**src/rtl/pipe_hazard_ctrl_pkg.sv**
```systemverilog
// Shared ISA field positions, opcode/aluop constants and FSM states
// for the pipeline hazard sequencer.
package pipe_hazard_ctrl_pkg;

    localparam logic [4:0] OP_RTYPE = 5'b00000;
    localparam logic [4:0] OP_LW    = 5'b01000;
    localparam logic [4:0] ALU_MUL  = 5'b00110;
    localparam logic [4:0] ALU_DIV  = 5'b00111;

    localparam int OP_HI = 31;
    localparam int OP_LO = 27;
    localparam int RD_HI = 26;
    localparam int RD_LO = 22;
    localparam int RS_HI = 21;
    localparam int RS_LO = 17;
    localparam int RT_HI = 16;
    localparam int RT_LO = 12;
    localparam int AL_HI = 6;
    localparam int AL_LO = 2;

    typedef enum logic [1:0] {
        ST_RUN  = 2'd0,
        ST_BUSY = 2'd1,
        ST_DONE = 2'd2
    } state_t;

endpackage

```
**src/rtl/pipe_hazard_ctrl_hazard_decode.sv**
```systemverilog
// Combinational hazard detection from the F/D and D/X instructions.
// Ports: fd_ir, dx_ir in; w_load_use, w_is_mul, w_is_div out.
module pipe_hazard_ctrl_hazard_decode
    import pipe_hazard_ctrl_pkg::*;
(
    input  logic [31:0] fd_ir,
    input  logic [31:0] dx_ir,
    output logic        w_load_use,
    output logic        w_is_mul,
    output logic        w_is_div
);

    logic [4:0] w_dx_op;
    logic [4:0] w_dx_rd;
    logic [4:0] w_dx_alu;
    logic [4:0] w_fd_op;
    logic [4:0] w_fd_rs;
    logic [4:0] w_fd_rt;
    logic       w_rs_hit;
    logic       w_rt_hit;

    // Bits no hazard check looks at.
    logic [33:0] w_unused_bits;
    assign w_unused_bits = {fd_ir[26:22], fd_ir[11:0],
                            dx_ir[21:7], dx_ir[1:0]};

    assign w_dx_op  = dx_ir[OP_HI:OP_LO];
    assign w_dx_rd  = dx_ir[RD_HI:RD_LO];
    assign w_dx_alu = dx_ir[AL_HI:AL_LO];
    assign w_fd_op  = fd_ir[OP_HI:OP_LO];
    assign w_fd_rs  = fd_ir[RS_HI:RS_LO];
    assign w_fd_rt  = fd_ir[RT_HI:RT_LO];

    // rs is a source for every format; rt is only read by R-type.
    assign w_rs_hit = (w_dx_rd == w_fd_rs);
    assign w_rt_hit = (w_fd_op == OP_RTYPE) && (w_dx_rd == w_fd_rt);

    assign w_load_use = (w_dx_op == OP_LW) && (w_dx_rd != 5'd0)
                      && (w_rs_hit || w_rt_hit);

    assign w_is_mul = (w_dx_op == OP_RTYPE) && (w_dx_alu == ALU_MUL);
    assign w_is_div = (w_dx_op == OP_RTYPE) && (w_dx_alu == ALU_DIV);

endmodule

```
**src/rtl/pipe_hazard_ctrl.sv**
```systemverilog
// Pipeline latch sequencer: load-use stalls, branch flushes, multdiv
// busy stalls with timeout. Inputs: clk (falling edge), clr (async
// active-low), fd_ir, dx_ir, branch_taken, md_rdy. Outputs: latch
// enables, flushes, md_mult/md_div/md_sel, md_err, stall_cnt.
// Optional STALL_CNT_EN macro enables the saturating stall counter.
module pipe_hazard_ctrl
    import pipe_hazard_ctrl_pkg::*;
#(
    parameter int MD_TIMEOUT = 40
) (
    input  logic        clk,
    input  logic        clr,
    input  logic [31:0] fd_ir,
    input  logic [31:0] dx_ir,
    input  logic        branch_taken,
    input  logic        md_rdy,
    output logic        pc_we,
    output logic        fd_we,
    output logic        dx_we,
    output logic        xm_we,
    output logic        mw_we,
    output logic        fd_flush,
    output logic        dx_flush,
    output logic        xm_flush,
    output logic        md_mult,
    output logic        md_div,
    output logic        md_sel,
    output logic        md_err,
    output logic [31:0] stall_cnt
);

    localparam int TW = (MD_TIMEOUT > 2) ? $clog2(MD_TIMEOUT) : 1;
    localparam logic [TW-1:0] TMAX = TW'(MD_TIMEOUT - 1);

    state_t        r_state;
    logic [TW-1:0] r_timer;
    logic          r_err;
    logic          r_skip;
    logic          w_load_use;
    logic          w_is_mul;
    logic          w_is_div;
    logic          w_md_start;

    pipe_hazard_ctrl_hazard_decode u_dec (
        .fd_ir      (fd_ir),
        .dx_ir      (dx_ir),
        .w_load_use (w_load_use),
        .w_is_mul   (w_is_mul),
        .w_is_div   (w_is_div)
    );

    // r_skip marks the cycle after a timeout: the abandoned mul/div still
    // sits in D/X and must advance as a nop instead of restarting.
    assign w_md_start = !r_skip && (w_is_mul || w_is_div);

    always_comb begin
        pc_we    = 1'b0;
        fd_we    = 1'b0;
        dx_we    = 1'b0;
        xm_we    = 1'b0;
        mw_we    = 1'b0;
        fd_flush = 1'b0;
        dx_flush = 1'b0;
        xm_flush = 1'b0;
        md_mult  = 1'b0;
        md_div   = 1'b0;
        md_sel   = 1'b0;
        if (clr) begin
            unique case (r_state)
                ST_RUN: begin
                    pc_we    = 1'b1;
                    fd_we    = 1'b1;
                    dx_we    = 1'b1;
                    xm_we    = 1'b1;
                    mw_we    = 1'b1;
                    xm_flush = r_skip;
                    if (branch_taken) begin
                        fd_flush = 1'b1;
                        dx_flush = 1'b1;
                    end else if (w_md_start) begin
                        md_mult  = w_is_mul;
                        md_div   = w_is_div;
                        pc_we    = 1'b0;
                        fd_we    = 1'b0;
                        dx_we    = 1'b0;
                        xm_flush = 1'b1;
                    end else if (w_load_use) begin
                        pc_we    = 1'b0;
                        fd_we    = 1'b0;
                        dx_flush = 1'b1;
                    end
                end
                ST_BUSY: begin
                    xm_we    = 1'b1;
                    mw_we    = 1'b1;
                    xm_flush = 1'b1;
                end
                ST_DONE: begin
                    pc_we  = 1'b1;
                    fd_we  = 1'b1;
                    dx_we  = 1'b1;
                    xm_we  = 1'b1;
                    mw_we  = 1'b1;
                    md_sel = 1'b1;
                end
                default: begin
                end
            endcase
        end
    end

    always_ff @(negedge clk or negedge clr) begin
        if (!clr) begin
            r_state <= ST_RUN;
            r_timer <= '0;
            r_err   <= 1'b0;
            r_skip  <= 1'b0;
        end else begin
            r_skip <= 1'b0;
            unique case (r_state)
                ST_RUN: begin
                    if (!branch_taken && w_md_start) begin
                        r_state <= ST_BUSY;
                        r_timer <= '0;
                    end
                end
                ST_BUSY: begin
                    r_timer <= r_timer + 1'b1;
                    if (md_rdy) begin
                        r_state <= ST_DONE;
                    end else if (r_timer == TMAX) begin
                        r_err   <= 1'b1;
                        r_skip  <= 1'b1;
                        r_state <= ST_RUN;
                    end
                end
                ST_DONE: r_state <= ST_RUN;
                default: r_state <= ST_RUN;
            endcase
        end
    end

    assign md_err = r_err;

`ifdef STALL_CNT_EN
    logic [31:0] r_stall_cnt;

    always_ff @(negedge clk or negedge clr) begin
        if (!clr) begin
            r_stall_cnt <= '0;
        end else if (!pc_we && (r_stall_cnt != 32'hFFFF_FFFF)) begin
            r_stall_cnt <= r_stall_cnt + 32'd1;
        end
    end

    assign stall_cnt = r_stall_cnt;
`else
    assign stall_cnt = 32'd0;
`endif

endmodule

```
**config.mk**
```make
export PLATFORM = sky130hd
export DESIGN_NAME = pipe_hazard_ctrl
export DESIGN_NICKNAME = d
export VERILOG_FILES = /design/src/rtl/pipe_hazard_ctrl_pkg.sv /design/src/rtl/pipe_hazard_ctrl_hazard_decode.sv /design/src/rtl/pipe_hazard_ctrl.sv
export SDC_FILE = /design/constraint.sdc
export NUM_CORES = 1
export LEC_CHECK = 0
export BUFFER_PORTS_ARGS = -buffer_cell sky130_fd_sc_hd__buf_2
export CAP_MARGIN = 10
export CORE_AREA = 4 4 60 62
export CTS_CLUSTER_DIAMETER = 200
export DETAILED_ROUTE_END_ITERATION = 12
export DIE_AREA = 0 0 64 66
export PLACE_DENSITY = 0.79
export SYNTH_ARGS = -nofsm -noshare
export SYNTH_HDL_FRONTEND = slang
export SYNTH_SLANG_ARGS = --single-unit
```
**constraint.sdc**
```tcl
create_clock -name clk -period 2.14 [get_ports clk]
set_input_delay 0.428 -clock clk [delete_from_list [all_inputs] [get_ports clk]]
set_output_delay 0.428 -clock clk [all_outputs]
set_load 0.05 [all_outputs]
```
==> metrics <==
CP peak stage delay=0.42 ns; RePlAce Congestion=0.772; Initial Utilization=0.342; die height=between 60 and 70 microns; compound-gate portion of the synthesized area=0.0918; Detail Route Antenna Nets=0; status=finished, violations left; final hold violation count=0; CTS H-Tree Depth=1; NumNets Final=roughly 250; initial antenna violation count=0; Max Slew Vio Count=0; CTS tree=done; Mapped Avg Cell Area=approximately 8.6 sq um; vias in the first global route=roughly 1000; pwr dens=between 400 and 500 nW/um^2; setup violators final=19; reg2reg path depth=7; buffers plus inverters on the worst setup path=2; CTS sink count=10; Crit path max-delay family=flip-flops; XOR/XNOR Fraction of Synth Area=0.110; Worst EP arrival=between 2 and 3 ns; DR pass1 iterations=4; Hold WC Path Type=flop to flop; VDD IR-drop max=approximately 0.00017 V; nature of the critical path endpoint=output pin; RSZ-0062 raised after global routing=true; synthesized-area fraction occupied by adder cells=0.0121; total congestion overflow=0; Num CTS Buffers=3; post-synthesis sequential area ratio=0.242; die area=~4200 sq um; Clock transition at path regs=about 0.050 ns; post-synthesis mux area share=0; worst-path cell chain=buf_4 > nor2_1 > o2111ai_1 > o21a_4 > buf_6; number of cell rows=20; Warnings, synthesis=0; max-cap violation count=0; port bufs=45; WL/cell=~12 microns; # IOs=around 110; crit path max fanout=4; Cells after Synth=120; crit path launch type=flop; setup ws final=-0.832 ns; share of layout cells above drive strength 1=0.486; Layout area overhead=49.0%; Hold Path Stages=1; worst path required time=between 1.5 and 2 ns; violated checks=negative setup slack; Core Box Area=a little over 3000 sq um; clock buffer depth=2; GRT Resource Usage Total=0.124; Netlist Area Pre-Place=between 1000 and 1500 sq um; Main synth FF type=dfrtn_1; GR peak layer=met2; met1 Resource Use GR=0.121; DIE WIDTH=approximately 64 microns; M2 GR Usage=0.245; Yosys reg bits=10; Pwr Total=about 700 uW; fin util=0.510; drt drc=0; largest net degree at the start of global routing=14; Yosys cell types=34; Leakage=between 0.7 and 0.8 nW; wire length of the first global-routing pass=4190 microns; Avg Vias per Cell=4.41; Fillers=284; clock latency on the worst-skew pair=roughly 0.27 ns; largest family of logic cells by synthesized area=simple AND/OR/NAND/NOR gates; Simple-Gate Fraction of Synth Area=0.280; critical path class=flop to output pin; clk root buf=clkbuf_4; Routed WL=roughly 2800 microns; pre-CTS WS=-0.690 ns; Post-DP HPWL=about 2100 microns; Clock Skews=roughly 0.0018 ns; M3 GR Usage=0.0425; share of flip-flops with an asynchronous set or reset=1.00; initial drt markers=7; via count=between 1000 and 1500; ANT cells=0; Critical Path Stages=5; critical path's slowest cell=dfrtn_1; number of synthesized flops with an enable pin=0
-- final timing paths --
kind                                  from          to  slack [ns]
max in group asynchronous              clr      r_skip        0.87
worst max-delay path            r_state[1]       fd_we       -0.83
worst min register to register      md_err      md_err        0.45
worst max register to register  r_state[1]      md_err        0.37
worst min-delay path                md_err      md_err        0.45
min in group asynchronous              clr  r_timer[4]        1.07
-- power by group --
group | internal [mW] | total (mW) | switching (mW)
combinational | 0.0843 | 0.303 | 0.219
clock | 0.103 | 0.176 | 0.0725
sequential | 0.203 | 0.217 | 0.0141
total | 0.390 | 0.696 | 0.306
-- repair_timing --
item	in CTS	in global routing
hold buffers	0	0
endpoints found under the setup margin	19	19
endpoints found under the hold margin	0	0
gates resized for setup	33	6
pin swaps	5	5
buffers inserted	4	4
cloned	0	0
-- cell families (layout without fill, tap and decap cells) --
| group | count (synthesis) | count (layout) |
|---|---|---|
| other | 1 | 32 |
| and+or+nand+nor | 43 | 43 |
| xor gates and xnor gates | 13 | 13 |
| buffers and inverters | 38 | 70 |
| DFF | 10 | 10 |
| AOI/OAI and AO/OA | 14 | 14 |
| adders and majority gates | 1 | 1 |
-- layout make-up --
cell class	instances	area, sq um	share of cell area
Multi-Input combinational cell	103	736	0.476
Clock buffer	4	36.3	0.0235
Inverter	4	20.0	0.0130
Sequential cell	10	250	0.162
Tap cell	44	55.1	0.0357
Timing Repair Buffer	62	447	0.289
-- state kept, by name, indices dropped and copies added, names as in the netlist --
signal   count
r_timer      6
r_skip       1
md_err       1
r_state      2
-- Yosys cell counts (all sizes together) (2+ instances only) --
cell	count	share of area
a21oi	4	0.019
a31oi	2	0.012
buf	34	0.25
dfrtn	10	0.24
inv	4	0.014
nand2	5	0.018
nand2b	3	0.018
nand3	5	0.024
nand4b	2	0.031
nor2	7	0.025
nor2b	2	0.012
nor3	7	0.034
nor4	4	0.053
o2111ai	2	0.017
or4	2	0.018
xnor2	6	0.051
xor2	7	0.059
-- layer usage --
layer,up-vias,routed length (microns),share of wire
li1,480,-,-
met1,469,950,0.34
met2,51,1480,0.54
met3,2,313,0.11
met4,0,21,0.0076
met5,-,0,0
-- stage by stage --
stage	instance area [sq um]	TNS [ns]	std cells	hold slack, ns
global placement	1330	-9.31	216	0.408
floorplan	1230	-8.08	151	0.437
global route	1540	-13.42	227	0.474
CTS	1500	-11.18	224	0.441
finish	1540	-12.28	227	0.446
detailed placement	1330	-9.70	216	0.410
-- cells in the final DEF (no fill, tap or decap), types with 2 or more instances in the layout --
cell type	instances
dfrtn_1	10
buf_8	2
buf_4	14
nor4_1	2
nor2_1	6
buf_2	33
nand3_1	5
nor3_1	4
xor2_1	7
a31oi_1	2
o2111ai_1	2
a21oi_2	2
conb_1	32
nand2_1	5
nor3_2	2
buf_6	13
inv_1	3
xnor2_1	6
nand2b_4	2
clkbuf_4	3
nor4_4	2
No activity file was read; power rests on OpenSTA's default activity.
